**src/rtl/irq_ctrl.sv**
```systemverilog
// Prioritised interrupt controller on the 8-bit IO bus: fixed priority (source 0 highest),
// registered request/vector, flag-clear pulses on acknowledge, no nesting until return.
module irq_ctrl #(
  parameter int unsigned N_SRC    = 8,
  parameter logic [7:0]  BASE     = 8'h10,
  parameter logic [7:0]  VEC_BASE = 8'h08
) (
  input  logic             clk,
  input  logic             rst,
  input  logic [7:0]       din,
  input  logic [7:0]       address,
  input  logic             w_en,
  input  logic             r_en,
  output logic [7:0]       dout,
  input  logic [N_SRC-1:0] irq_src,
  output logic [N_SRC-1:0] src_clr,
  output logic             irq_req,
  output logic [7:0]       irq_vector,
  input  logic             irq_ack,
  input  logic             irq_ret
);

  typedef enum logic [1:0] {IDLE, REQ, SERVICE} state_t;

  state_t           state, state_n;
  logic [N_SRC-1:0] ien, ien_n;
  logic             gie, gie_n;
  logic             in_service, in_service_n;
  logic [2:0]       isr_idx, isr_idx_n;
  logic [2:0]       idx, idx_n;
  logic             irq_req_n;
  logic [7:0]       irq_vector_n;
  logic [N_SRC-1:0] src_clr_n;
  logic [7:0]       dout_n;

  logic [N_SRC-1:0] pending;
  logic [2:0]       winner;
  logic             found;
  logic [7:0]       ien_rd, pend_rd;
  logic             wr_ien, wr_pend, wr_ctrl;

  assign pending = irq_src & ien;
  assign wr_ien  = w_en && (address == BASE);
  assign wr_pend = w_en && (address == BASE + 8'd1);
  assign wr_ctrl = w_en && (address == BASE + 8'd2);

  always_comb begin
    winner = '0;
    found  = 1'b0;
    for (int unsigned i = 0; i < N_SRC; i++) begin
      if (pending[i] && !found) begin
        winner = 3'(i);
        found  = 1'b1;
      end
    end
  end

  always_comb begin
    state_n      = state;
    ien_n        = wr_ien ? din[N_SRC-1:0] : ien;
    gie_n        = wr_ctrl ? din[0] : gie;
    in_service_n = in_service;
    isr_idx_n    = isr_idx;
    idx_n        = idx;
    irq_req_n    = irq_req;
    irq_vector_n = irq_vector;
    src_clr_n    = wr_pend ? din[N_SRC-1:0] : '0;

    // Hardware gie updates are assigned after the CTRL write so they take precedence.
    unique case (state)
      IDLE: begin
        irq_req_n = 1'b0;
        if (gie && |pending) begin
          idx_n        = winner;
          irq_vector_n = VEC_BASE + {3'b000, winner, 2'b00};
          irq_req_n    = 1'b1;
          state_n      = REQ;
        end
      end
      REQ: begin
        if (irq_ack) begin
          irq_req_n      = 1'b0;
          src_clr_n[idx] = 1'b1;
          gie_n          = 1'b0;
          in_service_n   = 1'b1;
          isr_idx_n      = idx;
          state_n        = SERVICE;
        end else if (!pending[idx] || !gie) begin
          irq_req_n = 1'b0;
          state_n   = IDLE;
        end
      end
      SERVICE: begin
        if (irq_ret) begin
          gie_n        = 1'b1;
          in_service_n = 1'b0;
          state_n      = IDLE;
        end
      end
      default: state_n = IDLE;
    endcase
  end

  always_comb begin
    ien_rd                = '0;
    ien_rd[N_SRC-1:0]     = ien;
    pend_rd               = '0;
    pend_rd[N_SRC-1:0]    = pending;
    dout_n                = dout;
    if (r_en) begin
      if (address == BASE)              dout_n = ien_rd;
      else if (address == BASE + 8'd1)  dout_n = pend_rd;
      else if (address == BASE + 8'd2)  dout_n = {6'b0, in_service, gie};
      else if (address == BASE + 8'd3)  dout_n = {in_service, 4'b0, isr_idx};
      else                              dout_n = '0;
    end
  end

  always_ff @(posedge clk or posedge rst) begin
    if (rst) begin
      state      <= IDLE;
      ien        <= '0;
      gie        <= 1'b0;
      in_service <= 1'b0;
      isr_idx    <= '0;
      idx        <= '0;
      irq_req    <= 1'b0;
      irq_vector <= '0;
      src_clr    <= '0;
      dout       <= '0;
    end else begin
      state      <= state_n;
      ien        <= ien_n;
      gie        <= gie_n;
      in_service <= in_service_n;
      isr_idx    <= isr_idx_n;
      idx        <= idx_n;
      irq_req    <= irq_req_n;
      irq_vector <= irq_vector_n;
      src_clr    <= src_clr_n;
      dout       <= dout_n;
    end
  end

endmodule

```
**config.mk**
```make
export PLATFORM = sky130hd
export DESIGN_NAME = irq_ctrl
export DESIGN_NICKNAME = d
export VERILOG_FILES = /design/src/rtl/irq_ctrl.sv
export SDC_FILE = /design/constraint.sdc
export NUM_CORES = 1
export LEC_CHECK = 0
export CORE_MARGIN = 2
export CORE_UTILIZATION = 30
export DETAILED_ROUTE_END_ITERATION = 6
export GPL_TIMING_DRIVEN = 0
export PLACE_DENSITY = 0.59
export SYNTH_ARGS = -nofsm -noshare
export SYNTH_HDL_FRONTEND = slang
export SYNTH_SLANG_ARGS = --single-unit
```
**constraint.sdc**
```tcl
create_clock -name clk -period 1.55 [get_ports clk]
set_input_delay 0.31 -clock clk [delete_from_list [all_inputs] [get_ports clk]]
set_output_delay 0.31 -clock clk [all_outputs]
set_load 0.1 [all_outputs]
```
# Word level (Yosys, flattened, before mapping)
# Cells that the tools add are included.
dict set report classes {
  reduce_logical 31
  addsub 1
  n_bitwise 2
  muxes 41
  n_eq_ne 10
  order_cmp 2
}
# cell count
set ops {}
lappend ops {{two-way mux 8 bit} 7}
lappend ops {{== test 8 x 5 -> 1 bit, second input constant} 4}
lappend ops {{two-way mux 1 bit} 18}
lappend ops {{two-way mux 3 bit} 6}
lappend ops {{logical AND 1 bit} 12}
lappend ops {{zero test 1 bit} 9}
lappend ops {{AND 8 bit} 1}
lappend ops {{two-way mux 2 bit} 4}
lappend ops {{bitwise OR 8 bit} 1}
lappend ops {{OR reduction 8 bit} 1}
lappend ops {{adder 4 x 5 -> 6 bit, first input constant} 1}
lappend ops {{!= test 2 bit, second input constant} 3}
lappend ops {{case mux 1 bit (2 select lines)} 3}
lappend ops {{case mux 2 bit (3 select lines)} 1}
lappend ops {{AND reduction 2 bit} 3}
lappend ops {{AND reduction 3 bit} 2}
lappend ops {{less-than comparator 3 x 4 -> 1 bit, second input constant} 1}
lappend ops {{nonzero test 2 bit} 2}
lappend ops {{binary-select mux 1 bit (select 3 bit)} 1}
lappend ops {{demux 1 bit (select 3 bit)} 1}
lappend ops {{greater-or-equal comparator 3 x 1 -> 1 bit, second input constant} 1}
lappend ops {{!= test 3 bit, second input constant} 1}
lappend ops {{== test 2 x 1 -> 1 bit, second input constant} 1}
lappend ops {{== test 2 bit, second input constant} 1}
lappend ops {{2 further kinds} 2}
dict set report word_totals {
  output_inout_bits 25
  word_cells 97
  input_bits 30
  ff_bits 43
}

# Longest topological paths before layout
# Gate-level depths: netlist of run 1.
dict set report depth {
  depth_word 24
  depth_mapped 7
  mapped_depth_nobuf 7
}

# Least setup slack after synthesis of run 1
# No wires, ideal clock.
dict set report synth_timing {
  path_type {input to register}
  from {in address[5]}
  to {reg ien[0]}
  required_time_ns 1.423
  path_stages 6
  setup_ns 0.127
  arrival_time_ns 1.414
  path_slack_ns 0.008
  path_buffers 1
  path_cell_list {nor4b_2 > nand2_1 > nor2_1 > and2_1 > buf_4 > mux2_1}
}
dict set report synth_between {
  elab_chain_len 2
}
# element line_no
set synth_rtl {}
lappend synth_rtl {{from (decl)} 11} ;# input logic [7:0] address,
lappend synth_rtl {{== test 8 x 5 -> 1 bit} 43} ;# assign wr_ien = w_en && (address == BASE);
lappend synth_rtl {{logical AND 1 bit} 43}
lappend synth_rtl {{to (signal assigned)} 133} ;# ien <= ien_n;
lappend synth_rtl {{to (decl)} 26} ;# logic [N_SRC-1:0] ien, ien_n;
# No other way between the ends.
# A chain may end at the register's enable or synchronous reset.

# Worst setup path after layout of run 1
dict set report layout_timing {
  from {reg idx[0]}
  to {reg state[1]}
}
dict set report layout_between {
  elab_chain_len 6
}
# element line_no
set layout_rtl {}
lappend layout_rtl {{from (decl)} 30} ;# logic [2:0] idx, idx_n;
lappend layout_rtl {{from (signal assigned)} 137} ;# idx <= idx_n;
lappend layout_rtl {{binary-select mux 1 bit (select 3 bit)} 88} ;# end else if (!pending[idx] || !gie) begin
lappend layout_rtl {{two-way mux 1 bit (implied by the code)} 88}
lappend layout_rtl {{zero test 1 bit} 88}
lappend layout_rtl {{logical OR 1 bit} 88}
lappend layout_rtl {{!= test 3 bit (no line)} n/a}
lappend layout_rtl {{AND reduction 3 bit (no line)} n/a}
lappend layout_rtl {{to (signal assigned)} 132} ;# state <= state_n;
lappend layout_rtl {{to (decl)} 25} ;# state_t state, state_n;
# No other way between the ends. The select of a mux whose other input is x is not followed.

==> results of run 1 <==
-- critical path: stages, from the launching register on --
cell	delay, ns
dfrtp_1	0.42
nand3b_4	0.18
a2111oi_4	0.34
and3_4	0.26
a21oi_2	0.06
mux2i_1	0.13
-- registers in the layout, indices dropped and copies added (netlist names) --
register	flops
state	2
dout	8
irq_req	1
isr_idx	3
in_service	1
idx	3
src_clr	8
gie	1
ien	8
irq_vector	3
-- per-stage QoR --
| stage | power [mW] | std cells | TNS, ns |
|---|---|---|---|
| 2_1_floorplan | 1.23 | 211 | 0 |
| 3_3_place_gp | 1.36 | 340 | -35.12 |
| 3_5_place_dp | 1.36 | 340 | -18.95 |
| 4_1_cts | 2.22 | 356 | 0 |
| 5_1_grt | 2.32 | 357 | -0.227 |
| 6_report | 2.22 | 357 | 0 |
-- how the worst min path moves through the flow --
| stage | cells after the start | start | slack [ns] | endpoint |
|---|---|---|---|---|
| 6_report | 3 | irq_src[3] | 0.43 | dout[3]$_DFFE_PP0P_ |
| 5_1_grt | 3 | irq_src[4] | 0.46 | dout[4]$_DFFE_PP0P_ |
| 4_1_cts | 2 | isr_idx[0]$_DFFE_PP0P_ | 0.50 | isr_idx[0]$_DFFE_PP0P_ |
| 3_5_place_dp | 2 | isr_idx[0]$_DFFE_PP0P_ | 0.47 | isr_idx[0]$_DFFE_PP0P_ |
| 3_3_place_gp | 2 | isr_idx[0]$_DFFE_PP0P_ | 0.47 | isr_idx[0]$_DFFE_PP0P_ |
| 2_1_floorplan | 2 | din[0] | 0.43 | src_clr[0]$_DFF_PP0_ |
-- final cells by class --
class                   count  share of cell area [%]
well taps                  80                    3.35
repair buffers             60                    19.6
inverters                  17                    2.14
multi-input cells         143                    36.9
clock inverters             3                    1.34
flip-flops and latches     38                    31.9
plain buffers              11                    2.51
clock buffers               5                    2.30
-- logic make-up (layout without fill, tap and decap cells) --
logic type | Yosys count | count (layout) | share of synthesized area [%]
fa+ha+maj | 3 | 3 | 1.84
mux | 13 | 13 | 7.13
flops | 38 | 38 | 46.7
other cells | 1 | 4 | 0.184
compound gates | 62 | 62 | 22.1
buf+inv | 30 | 96 | 7.19
simple gates | 61 | 61 | 14.8
-- power groups by stage --
| stage | Sequential [mW] | Combinational (mW) | Clock, mW |
|---|---|---|---|
| 2_1_floorplan | 1.06 | 0.173 | 0 |
| 3_3_place_gp | 1.06 | 0.301 | 0 |
| 3_5_place_dp | 1.06 | 0.306 | 0 |
| 4_1_cts | 1.04 | 0.328 | 0.850 |
| 5_1_grt | 1.04 | 0.370 | 0.904 |
| 6_report | 1.04 | 0.341 | 0.836 |
-- layer usage --
metal	global-route usage [%]	vias up	wire length, um	part of all wire, %
met5	0	-	0	0
met3	3.62	6	291	5.4
li1	-	870	-	-
met4	4.40	0	84	1.6
met2	24.3	45	2590	48
met1	18.9	820	2380	45
-- synthesized netlist by cell type, types with 2 or more instances --
cell / instances / share of area (%)
o21ai_0: 22 / 5.4
buf_2: 3 / 0.74
inv_1: 17 / 3.1
o31ai_1: 2 / 0.74
clkbuf_1: 3 / 0.55
mux2_1: 8 / 4.4
a21boi_1: 2 / 0.74
dfrtp_1: 38 / 47
nand3_1: 5 / 1.2
o22ai_1: 7 / 2.2
nor2b_1: 2 / 0.61
a21oi_1: 5 / 1.2
a22oi_1: 4 / 1.5
mux2_2: 4 / 2.2
a22o_1: 5 / 2.2
buf_4: 6 / 2.2
ha_1: 3 / 1.8
nand4_1: 2 / 0.61
and2_1: 2 / 0.61
nand2_1: 35 / 6.5
nand2b_1: 3 / 0.92
nor2_1: 7 / 1.3
-- timing repair --
| action | 4_1_cts | 5_1_grt |
|---|---|---|
| hold buffers | 0 | 0 |
| gates cloned | 0 | 0 |
| gates resized for setup | 95 | 35 |
| setup buffers | 8 | 3 |
| pin swaps | 8 | 11 |
| endpoints found under the setup margin | 47 | 36 |
==> summary.txt, run 1 <==
Route
  – Antenna viol nets, final: 0
  – Avg WL per Cell: 15.0 um
  – Vias/cell: 4.88
  – Drt total wl: 5340 um
  – Pre-Repair DR Iteration Count: 4
  – Vias: 1741
  – Iteration-0 DRC Markers: 66
  – Residual DRC: 0

Timing
  – Worst slew pin tran: 0.806 ns
  – Fmax: 650 MHz
  – PnR worst setup slack: 0.0120 ns
  – Final hold vios: 0
  – Crit share post-route: 99.2%
  – Worst Skew: 0.00768 ns
  – Rel. slew slack: 46.2%
  – RSZ-0062 raised after global routing: true
  – Min cycle time layout: 1.54 ns
  – Fin. max-slew vios: 0
  – Final Setup Violations: 0
  – Final hold slack: 0.433 ns

Pwr
  – Gate power share: 15.4%
  – Pwr per Cell Area: 743 nW/um^2
  – Leakage: 1.33 nW
  – Switch share: 26.4%
  – Seq pwr share: 46.9%
  – Internal power consumption: 1.63 mW
  – Worst vdd ir: 0.000310 V
  – Power share of the clock group: 37.7%
  – P_sw: 585 uW

GRT
  – Vias in the first global route: 1734
  – Remaining Overflow, GRT: 0
  – Global-route wire length before repair: 8440 um
  – Overall routing resource usage: 14.7%
  – Initial antenna violation count: 0
  – Pin count of the biggest net entering global routing: 39

Status
  – Status: complete, no violations

Flow run
  – Max-cap violations: 0

Placement
  – PortBufs: 49
  – Post-DP HPWL: 3960 um
  – Placed cell areas: 2640 sq um
  – Dpl ws: -0.609 ns
  – Gpl congestion: 0.853

Floorplanning
  – DIE WIDTH: 86.4 um
  – Core ar.: 6680 sq um
  – # rows: 30
  – Top Ports: 55
  – Die span in y: 86.4 um
  – Initial Util: 30.5%
  – Die area: 7460 sq um

Clocking
  – Worst-Skew Late Latency: 0.30 ns
  – Clk slew on worst S/H paths: 0.08 ns
  – CTS tree: done
  – Maximum buffer depth of the clock tree: 2
  – Max H-tree Level: 2
  – Clk sink count: 38
  – CTS Root Cell: clkbuf_8
  – CTS Buf Count: 5

Yosys
  – Top FF cell, synth: dfrtp_1
  – Post-synth EDFFs: 0
  – Register area share after synthesis: 46.7%
  – Mapped cell area: 2040 sq um
  – Cells after Synth: 208
  – Fraction of registers with async set/reset: 100%
  – Post-synthesis cell type count: 45
  – Synth Register Bits: 38
  – Synth Warn #: 0
  – Synthesized area per cell: 9.79 sq um

Setup path
  – Required time of the critical path: 1.71 ns
  – CP Data Arrival Time: 1.70 ns
  – Worst Path Max Fanout: 4
  – R2R Setup Slk: 0.01 ns
  – Setup CP Type: flip-flop to flip-flop
  – Critical register-to-register path endpoint: state[1]$_DFFE_PP0P_
  – Worst setup path startpoint: idx[0]$_DFFE_PP0P_
  – CP startpoint kind: flip-flop
  – Worst reg-to-reg path cell count: 5
  – R2R Path Start: idx[0]$_DFFE_PP0P_
  – CP endpoint: state[1]$_DFFE_PP0P_
  – Setup crit end kind: flip-flop

Finish
  – Util after Layout: 44.7%
  – Most common cell after layout, fill and taps aside: dfrtp_1
  – Storage cell area: 952 sq um
  – Fraction of layout cells with a size suffix above 1: 33.2%
  – Multi-input logic area: 1100 sq um
  – Antenna diodes: 0
  – Layout net count: 309
  – Most frequent cells in the layout: 37 x dfrtp_1, 33 x nand2_1, 21 x buf_4, 21 x o21ai_0, 17 x clkdlybuf4s50_1
  – Syn-to-layout area delta: 46.8%
  – # fillers: 650
  – Final instance area: 2990 sq um

Min path
  – Worst min path class: input port to flip-flop
Note: power is estimated with default switching activity, not from simulation.
==> run 2, diff against run 1 <==
Settings changed: CORE_UTILIZATION 30 to 43, PLACE_DENSITY 0.59 to 0.78.
==> run 2 against run 1 <==
Against the previous run:
- setup slack better by 0.0054 ns
- sequential share of layout area is 0.094 points higher
- cell area is 0.29% lower
- non-clock buffer count is 8 higher
- hold slack worse by 0.0092 ns
==> summary.txt, run 2 (synthesis results as in run 1) <==
Timing
  – Worst slew pin tran: 0.683 ns (-0.124 ns)
  – Worst Skew: 0.00551 ns (-0.00217 ns)
  – Final Setup Violations: 0 (unchanged)
  – Fin Setup TNS: 0 ns (unchanged)
  – PnR worst setup slack: 0.0174 ns (+0.00536 ns)
  – Fin. max-slew vios: 0 (unchanged)
  – Final hold vios: 0 (unchanged)
  – Fmax: 652 MHz (+0.35%)
  – Crit share post-route: 98.9% (-0.35 points)
  – RSZ-0062 raised after global routing: true
  – Min cycle time layout: 1.53 ns (-0.00536 ns)
  – Rel. slew slack: 54.4% (+8.3 points)

Finish
  – Biggest regs: dout: 8 flops, ien: 8 flops, src_clr: 8 flops
  – Most frequent cells in the layout: 37 x dfrtp_1, 33 x nand2_1, 22 x o21ai_0, 22 x buf_4
  – Antenna diodes: 0 (unchanged)
  – Multi-input logic area: 1040 sq um (-5.1%)
  – Layout net count: 317 (+2.6%)
  – Final instance area: 2980 sq um (-0.29%)
  – # fillers: 375 (-42%)
  – Fraction of layout cells with a size suffix above 1: 30.5% (-2.7 points)
  – Most common cell after layout, fill and taps aside: dfrtp_1
  – Storage cell area: 952 sq um (unchanged)
  – Syn-to-layout area delta: 46.3%

Floorplanning
  – Die area: 5300 sq um (-29%)
  – DIE WIDTH: 72.8 um (-16%)
  – Core ar.: 4630 sq um (-31%)
  – Initial Util: 44.0% (+14 points)
  – Die span in y: 72.8 um (-16%)
  – # rows: 25 (-17%)
  – Top Ports: 55 (unchanged)

Status
  – Status: complete, no violations

Setup path
  – Critical register-to-register path endpoint: state[1]$_DFFE_PP0P_
  – Critical Path, Cell by Cell: clkdlybuf4s50_1, nor2_2, nand2_2, nor2_2, and2_1, buf_6, mux2_1
  – Required time of the critical path: 1.73 ns (+0.02 ns)
  – Setup CP Type: input port to flip-flop
  – CP startpoint kind: input port
  – Setup crit end kind: flip-flop
  – R2R Path Start: idx[2]$_DFFE_PP0P_
  – Worst Path Max Fanout: 8 (+4)
  – Top delay family on crit path: buffers and inverters
  – CP Data Arrival Time: 1.71 ns (about the same)
  – Crit-path most repeated cell: nor2_2
  – R2R Setup Slk: 0.05 ns (+0.04 ns)
  – Worst reg-to-reg path cell count: 6 (+1)
  – Critical Path Max Stage Delay: 0.41 ns (about the same)
  – CP Buf/Inv Count: 2 (+2)
  – CP max stage cell: clkdlybuf4s50_1

Pwr
  – Leakage: 1.34 nW (+1.3%)
  – Worst vdd ir: 0.000326 V (+5.3%)
  – Pwr per Cell Area: 700 nW/um^2 (-5.7%)

Route
  – Residual DRC: 0 (unchanged)
  – Drt total wl: 5290 um (-0.92%)
  – Pre-Repair DR Iteration Count: 4 (unchanged)
  – Avg WL per Cell: 15.6 um (+4.3%)
  – Antenna viol nets, final: 0 (unchanged)
  – Iteration-0 DRC Markers: 205 (+210%)
  – Vias: 1842 (+5.8%)
  – Vias/cell: 5.43 (+11%)

Placement
  – Gpl congestion: 0.852 (about the same)
  – Placed cell areas: 2630 sq um (-0.19%)
  – PortBufs: 49 (unchanged)
  – Post-DP HPWL: 3720 um (-6.1%)
  – Dpl ws: -0.599 ns (+0.00971 ns)

GRT
  – Remaining Overflow, GRT: 0 (unchanged)
  – Initial antenna violation count: 0 (unchanged)
  – Pin count of the biggest net entering global routing: 24 (-38%)
  – Overall routing resource usage: 20.0% (+5.3 points)
  – Vias in the first global route: 1718 (-0.92%)
  – Global-route wire length before repair: 8020 um (-5.0%)

Clocking
  – Worst-Skew Late Latency: 0.30 ns (about the same)
  – Clk sink count: 38 (unchanged)
  – Maximum buffer depth of the clock tree: 2 (unchanged)
  – Max H-tree Level: 2 (unchanged)
  – Clk slew on worst S/H paths: 0.08 ns (about the same)
  – CTS Root Cell: clkbuf_8
  – CTS tree: done
  – CTS Buf Count: 5 (unchanged)

Min path
  – Worst min path class: input port to async pin

Flow run
  – Max-cap violations: 0 (unchanged)
[run 2: cell count changes in the layout (fill, tap and decap cells not counted), moves of 2 or more]
cell / change
mux2_1: +7
mux2_4: -7
clkdlybuf4s15_2: +4
buf_6: +3
clkdlybuf4s18_2: -2
[run 2: how the worst max path moves through the flow]
stage / from / endpoint / depth (start not counted)
floorplan: address[5] / ien[0]$_DFFE_PP0P_ / 6
global placement: address[5] / ien[0]$_DFFE_PP0P_ / 7
detailed placement: address[5] / ien[0]$_DFFE_PP0P_ / 7
CTS: irq_src[6] / irq_vector[5]$_DFFE_PP0P_ / 6
global route: address[3] / src_clr[7]$_DFF_PP0_ / 6
finish: address[3] / ien[6]$_DFFE_PP0P_ / 7
[run 2: layout make-up]
type / count / area share, %
Clock inverter: 1 / 0.168
Buffer: 12 / 3.07
Sequential cell: 38 / 32.0
Timing Repair Buffer: 67 / 22.4
Multi-Input combinational cell: 143 / 35.1
Inverter: 17 / 2.14
Clock buffer: 7 / 2.90
Tap cell: 54 / 2.27
[run 2: power breakdown]
| part | total [mW] | leakage (nW) | switching, mW | internal, mW |
|---|---|---|---|---|
| Sequential | 1.04 | 0.522 | 0.0281 | 1.01 |
| Clock | 0.706 | 0.0482 | 0.347 | 0.359 |
| Combinational | 0.338 | 0.773 | 0.193 | 0.145 |
[run 2: per-stage QoR]
step	utilization [%]	hold slack [ns]	power, mW	instances
final	64.4	0.424	2.09	339
after floorplan	-	0.425	1.23	211
after detailed placement	56.9	0.468	1.37	315
after global routing	64.4	0.478	2.17	339
after CTS	61.7	0.452	2.07	330
after global placement	56.3	0.463	1.35	314
[run 2: repair_timing]
item                                   CTS  global route
setup endpoints to repair               47            32
gates cloned                             0             1
pin swaps                                9             9
hold buffers                             0             0
endpoints found under the hold margin    0             0
buffers inserted                         7             9
resized for setup                       87            22
[run 2: per-layer routing]
layer	global-route usage [%]	part of all wire, %	vias up
met2	33.6	50	67
met1	25.0	42	882
met5	0	0	-
met3	4.97	5.3	11
li1	-	-	882
met4	7.00	1.9	0
